[src/rtl/round_op_scheduler.sv]
// round_op_scheduler
//   Sequences the coefficient-rounding/packing units of the Saber coprocessor.
//   It accepts one command at a time and starts the selected unit by releasing
//   that unit's reset. While the unit runs, its local read/write addresses are
//   relocated by the command base addresses onto the single data-memory port.
//   The scheduler reports completion, or a watchdog timeout if the unit never
//   finishes. The unit that is not selected is held in reset throughout.
//
// Ports
//   clk, rst                 clock (rising edge), async active-high reset
//   cmd_valid/cmd_ready      command handshake (accepted on valid & ready)
//   cmd_unit                 0 = add/round unit, 1 = auxiliary pack unit
//   cmd_src_base/dst_base    read/write relocation bases
//   busy, op_done, op_err    status: running, completion pulse, sticky timeout
//   mem_raddr/waddr/wdata/we single data-memory port
//   u0_*/u1_*                per-unit reset, local addresses, data, we, done
//
// state  | meaning
// -------+-------------------------------------------------------------
// IDLE   | ready for a command, both units held in reset
// START  | selected unit held in reset for START_CYC cycles
// RUN    | selected unit running and owning the memory port, watchdog on
// DONE   | unit reported done: one-cycle op_done
// ABORT  | watchdog expired: one-cycle op_done with op_err set
module round_op_scheduler #(
    parameter int ADDR_W    = 9,
    parameter int DATA_W    = 64,
    parameter int START_CYC = 2,
    parameter int TIMEOUT   = 4095
) (
    input  logic              clk,
    input  logic              rst,
    input  logic              cmd_valid,
    output logic              cmd_ready,
    input  logic              cmd_unit,
    input  logic [ADDR_W-1:0] cmd_src_base,
    input  logic [ADDR_W-1:0] cmd_dst_base,
    output logic              busy,
    output logic              op_done,
    output logic              op_err,
    output logic [ADDR_W-1:0] mem_raddr,
    output logic [ADDR_W-1:0] mem_waddr,
    output logic [DATA_W-1:0] mem_wdata,
    output logic              mem_we,
    output logic              u0_rst,
    output logic              u1_rst,
    input  logic [ADDR_W-1:0] u0_raddr,
    input  logic [ADDR_W-1:0] u1_raddr,
    input  logic [ADDR_W-1:0] u0_waddr,
    input  logic [ADDR_W-1:0] u1_waddr,
    input  logic [DATA_W-1:0] u0_wdata,
    input  logic [DATA_W-1:0] u1_wdata,
    input  logic              u0_we,
    input  logic              u1_we,
    input  logic              u0_done,
    input  logic              u1_done
);

    localparam int SCNT_W = (START_CYC > 1) ? $clog2(START_CYC) : 1;

    typedef enum logic [2:0] {
        S_IDLE,
        S_START,
        S_RUN,
        S_DONE,
        S_ABORT
    } state_t;

    state_t              state, state_nxt;
    logic                unit_sel;
    logic [ADDR_W-1:0]   src_base;
    logic [ADDR_W-1:0]   dst_base;
    logic                op_err_q;
    logic [SCNT_W-1:0]   start_cnt;
    logic [15:0]         wdog;

    logic                sel_done;
    logic                sel_we;
    logic [ADDR_W-1:0]   sel_raddr;
    logic [ADDR_W-1:0]   sel_waddr;
    logic [DATA_W-1:0]   sel_wdata;
    logic                accept;
    logic                run;
    logic                wdog_expire;

    // Unit mux follows the latched selection, so mem_raddr stays meaningful
    // even outside RUN.
    assign sel_done  = unit_sel ? u1_done  : u0_done;
    assign sel_we    = unit_sel ? u1_we    : u0_we;
    assign sel_raddr = unit_sel ? u1_raddr : u0_raddr;
    assign sel_waddr = unit_sel ? u1_waddr : u0_waddr;
    assign sel_wdata = unit_sel ? u1_wdata : u0_wdata;

    assign accept      = (state == S_IDLE) && cmd_valid;
    assign run         = (state == S_RUN);
    // wdog equals the index of the current RUN cycle, so the last permitted
    // RUN cycle is TIMEOUT-1.
    assign wdog_expire = (wdog == 16'(TIMEOUT - 1));

    always_ff @(posedge clk or posedge rst) begin
        if (rst) begin
            state     <= S_IDLE;
            unit_sel  <= 1'b0;
            src_base  <= '0;
            dst_base  <= '0;
            op_err_q  <= 1'b0;
            start_cnt <= '0;
            wdog      <= '0;
        end else begin
            state <= state_nxt;
            if (accept) begin
                unit_sel  <= cmd_unit;
                src_base  <= cmd_src_base;
                dst_base  <= cmd_dst_base;
                op_err_q  <= 1'b0;
                start_cnt <= SCNT_W'(START_CYC - 1);
            end else if (state == S_START && start_cnt != '0) begin
                start_cnt <= start_cnt - 1'b1;
            end
            if (state == S_START) begin
                wdog <= '0;
            end else if (run) begin
                wdog <= wdog + 16'd1;
            end
            if (run && state_nxt == S_ABORT) begin
                op_err_q <= 1'b1;
            end
        end
    end

    always_comb begin
        state_nxt = state;
        cmd_ready = 1'b0;
        busy      = 1'b1;
        op_done   = 1'b0;
        case (state)
            S_IDLE: begin
                cmd_ready = ~rst;
                busy      = 1'b0;
                if (cmd_valid) state_nxt = S_START;
            end
            S_START: begin
                // A stale done from the previous run is not looked at here.
                if (start_cnt == '0) state_nxt = S_RUN;
            end
            S_RUN: begin
                // Done wins over a watchdog expiring in the same cycle.
                if (sel_done)         state_nxt = S_DONE;
                else if (wdog_expire) state_nxt = S_ABORT;
            end
            S_DONE, S_ABORT: begin
                op_done   = 1'b1;
                state_nxt = S_IDLE;
            end
            default: state_nxt = S_IDLE;
        endcase
    end

    assign op_err    = op_err_q;
    assign u0_rst    = rst | ~(run & ~unit_sel);
    assign u1_rst    = rst | ~(run &  unit_sel);
    assign mem_we    = run & sel_we;
    assign mem_raddr = src_base + sel_raddr;
    assign mem_waddr = dst_base + sel_waddr;
    assign mem_wdata = sel_wdata;

endmodule
[config.mk]
export PLATFORM = sky130hd
export DESIGN_NAME = round_op_scheduler
export DESIGN_NICKNAME = d
export VERILOG_FILES = /design/src/rtl/round_op_scheduler.sv
export SDC_FILE = /design/constraint.sdc
export NUM_CORES = 1
export LEC_CHECK = 0
export CORE_ASPECT_RATIO = 1.5
export CORE_MARGIN = 5
export CORE_UTILIZATION = 30
export CTS_BUF_LIST = sky130_fd_sc_hd__clkbuf_16
export DETAILED_ROUTE_END_ITERATION = 10
export HOLD_SLACK_MARGIN = 0.02
export PLACE_DENSITY = 0.78
export REMOVE_ABC_BUFFERS = 1
export SYNTH_ARGS = -nofsm -noshare
export SYNTH_HDL_FRONTEND = slang
export SYNTH_SLANG_ARGS = --single-unit
[constraint.sdc]
create_clock -name clk -period 3.7 [get_ports clk]
set_input_delay 1.11 -clock clk [delete_from_list [all_inputs] [get_ports clk]]
set_output_delay 1.11 -clock clk [all_outputs]
set_load 0.02 [all_outputs]
==> run_results.csv, run 1 <==
group,metric,value,unit
layout,drive_gt1_frac,0.324,
pwr,vdd_ir_drop_max,421,uV
critical_path,cp_cell_sequence,"buf_6 > mux2_4 > ha_4 > buf_6 > a211oi_2 > o21ai_1 > or3_1 > a31oi_1 > xnor2_1 > buf_4",
global_route,globalRouteOverflowTotal,0,
sta,rsz0062_at_grt,"yes",
clocking,cts-root-buf,"clkbuf_16",
critical_path,cp-end-kind,"output pin",
drt,wire_per_inst,20.9,um
min_path,worst_hold_path_type,"flip-flop to flip-flop",
drt,ant_nets,0,
global_route,grt_start_max_net_pins,41,
global_route,grt_pass1_vias,4109,
critical_path,crit_path_start_kind,"primary input",
sta,worst_slew_pin_slew,644,ps
floorplan,die-area,0.0135,mm2
synth,synth_edf_count,0,
critical_path,critical_path.max_stage_delay,310,ps
layout,area_delta_synth_final,109,%
synth,ys_types,43,
clocking,cts_sinks,40,
synth,netlist_instances,329,
critical_path,cp_slowest_cell,"or3_1",
floorplan,io-pin-count,279,
min_path,holdPathStages,1,
critical_path,critPathMaxFanout,2,
synth,synth.avg_cell_area,10.3,um2
global_route,grt_usage,0.233,
floorplan,die_h,140,um
global_route,grt_pass1_wl,24400,um
critical_path,reg2reg_depth,3,
floorplan,rows,47,
placement,io_buffers,278,
layout,fillers,936,
clocking,cts.clk_slew.worst_paths,60,ps
pwr,p_per_area,830,mW/mm2
placement,place_area,0.00652,mm2
clocking,h-tree-depth,2,
critical_path,cpMostUsedCell,"buf_6",
layout,fin_nets,854,
sta,setup_viol,11,
drt,drc,0,
synth,synth_ff_type,"dfrtp_1",
drt,vias,3915,
layout,final_cell_mix,"238 x clkdlybuf4s50_1, 78 x mux2_2, 46 x buf_4",
critical_path,crit-reg2reg-launch,"state[1]$_DFF_PP0_",
outcome,status,"complete, but fails checks",
clocking,clk_latency,280,ps
drt,drtPass1Iterations,4,
min_path,hold_end,"wdog[5]$_DFFE_PP0P_",
flow_run,cap_violations,0,
drt,routed_wl,16600,um
sta,fmax,247,MHz
drt,vias_per_cell,4.93,
global_route,antenna_found_initial,10,
floorplan,die_x,96.6,um
sta,drv_slew,0,
clocking,clockBufferDepth,2,
clocking,hold_buffers,0,
sta,period_share,1.09,
critical_path,arrival,2930,ps
critical_path,r2r-end,"dst_base[3]$_DFFE_PP0P_",
sta,finalHoldViolations,0,
synth,synth-seq-cells,40,
synth,async_reset_ff_frac,1.00,
outcome,violations,"setup timing",
critical_path,path_class,"primary input to output pin",
sta,hold_ws,487,ps
drt,drt_iter0_drc,57,
sta,setup_ws,-341,ps
critical_path,reg2reg_slack,1790,ps
clocking,cts_buffers,5,
clocking,cts_tree,"yes",
pwr,power,5.86,mW
floorplan,core-area,0.0111,mm2
min_path,hp-start,"wdog[5]$_DFFE_PP0P_",
floorplan,initial_core_util,0.305,
placement,routabilityCongestion,0.952,
critical_path,crit_required,2590,ps
layout,layout.cells.most_common,"clkdlybuf4s50_1",
synth,synthesis.area,0.00338,mm2
sta,maxSlewHeadroom,0.570,
pwr,p_leak,2.91,nW
sta,fin_crit,4040,ps
sta,final.setup_skew,5.73,ps
placement,hpwl,13900,um
layout,final_cell_area,0.00706,mm2
synth,synth_warnings,0,
synth,ys_seq_area_frac,0.297,
==> how the worst max path moves through the flow <==
stage	to	startpoint	cells after the start	slack, ps
3_3_place_gp	mem_raddr[7]	u1_raddr[1]	10	-1180
3_5_place_dp	mem_raddr[8]	u1_raddr[0]	12	-1230
4_1_cts	mem_waddr[7]	u0_waddr[0]	10	-310
6_report	mem_waddr[7]	u0_waddr[0]	10	-340
5_1_grt	mem_raddr[8]	u0_raddr[0]	12	-360
2_1_floorplan	mem_raddr[8]	unit_sel$_DFFE_PP0P_	9	-1420
==> per-layer routing <==
| layer | global-route usage | share of wire | up-vias | wire length (um) |
|---|---|---|---|---|
| li1 | - | - | 1828 | - |
| met1 | 0.234 | 0.34 | 1839 | 5570 |
| met2 | 0.422 | 0.52 | 189 | 8620 |
| met3 | 0.115 | 0.11 | 43 | 1800 |
| met4 | 0.0673 | 0.031 | 16 | 522 |
| met5 | 0 | 0.0063 | - | 105 |
==> report_power, final <==
| part | switching [mW] | total [mW] | internal [mW] |
|---|---|---|---|
| Combinational | 2.19 | 4.63 | 2.43 |
| Clock | 0.171 | 0.487 | 0.317 |
| Sequential | 0.170 | 0.747 | 0.577 |
| Total | 2.53 | 5.86 | 3.33 |
==> layout make-up <==
| class | count | area, um2 | share of cell area |
|---|---|---|---|
| well taps | 147 | 184 | 0.0260 |
| diodes | 2 | 5.00 | 0.000709 |
| clock buffers | 5 | 125 | 0.0177 |
| repair buffers | 322 | 3090 | 0.437 |
| clock inverters | 3 | 42.5 | 0.00602 |
| inverters | 14 | 52.6 | 0.00744 |
| multi-input cells | 261 | 2560 | 0.363 |
| flip-flops and latches | 40 | 1000 | 0.142 |
==> cells in the mapped netlist (4+ instances only) <==
| library cell | n | area, um2 |
|---|---|---|
| a21o_1 | 4 | 30.0 |
| a21oi_1 | 7 | 35.0 |
| buf_2 | 7 | 35.0 |
| dfrtp_1 | 40 | 1000 |
| ha_1 | 18 | 225 |
| inv_1 | 14 | 52.6 |
| mux2_1 | 7 | 78.8 |
| mux2_2 | 88 | 991 |
| mux2i_1 | 8 | 80.1 |
| nand2_1 | 17 | 63.8 |
| nand2b_1 | 5 | 31.3 |
| nand3_1 | 21 | 105 |
| nand4_1 | 4 | 25.0 |
| nor2_1 | 9 | 33.8 |
| o21ai_0 | 21 | 105 |
| xnor2_1 | 14 | 123 |
==> state kept, by name, indices dropped and copies added, names as in the netlist <==
register / cells
dst_base: 9
op_err: 1
src_base: 9
start_cnt: 1
state: 3
unit_sel: 1
wdog: 16
==> critical path, delay by kind of cell <==
kind | cells | cell delay (ps)
multiplexers | 1 | 270
buffers and inverters | 3 | 360
AND/OR/NAND/NOR | 1 | 310
adder cells (fa/ha/maj) | 1 | 170
AO/OA/AOI/OAI | 3 | 560
XOR/XNOR | 1 | 140
==> through the flow <==
| stage | TNS (ps) | instances | setup WS (ps) | utilization |
|---|---|---|---|---|
| after floorplan | -17780 | 315 | -1420 | - |
| after global placement | -13060 | 773 | -1180 | 0.589 |
| after detailed placement | -13900 | 773 | -1230 | 0.589 |
| after CTS | -1460 | 786 | -308 | 0.630 |
| after global routing | -2210 | 793 | -362 | 0.639 |
| final | -1620 | 794 | -341 | 0.639 |
==> timing repair <==
item,4_1_cts,5_1_grt
hold endpoints to repair,0,0
pin swaps,34,24
resized for setup,169,15
setup buffers,5,7
setup endpoints to repair,18,13
==> kinds of logic (layout without fill, tap and decap cells) <==
group / Yosys count / in the layout / share of synthesized area
mux: 103 / 103 / 0.341
simple gates: 75 / 75 / 0.123
compound gates: 46 / 46 / 0.0786
flops: 40 / 40 / 0.297
buf+inv: 28 / 344 / 0.0382
fa+ha+maj: 20 / 20 / 0.0786
xor+xnor: 17 / 17 / 0.0441
other cells: 0 / 2 / 0
Note: power is estimated with default switching activity, not from simulation.
==> run 2, diff against run 1 <==
--- a/config.mk
+++ b/config.mk
@@ -16,3 +16,4 @@
 export SYNTH_ARGS = -nofsm -noshare
 export SYNTH_HDL_FRONTEND = slang
 export SYNTH_SLANG_ARGS = --single-unit
+export TNS_END_PERCENT = 100
==> results of run 2 <==
The final DEF is identical to that of run 1; final timing and power are the same.
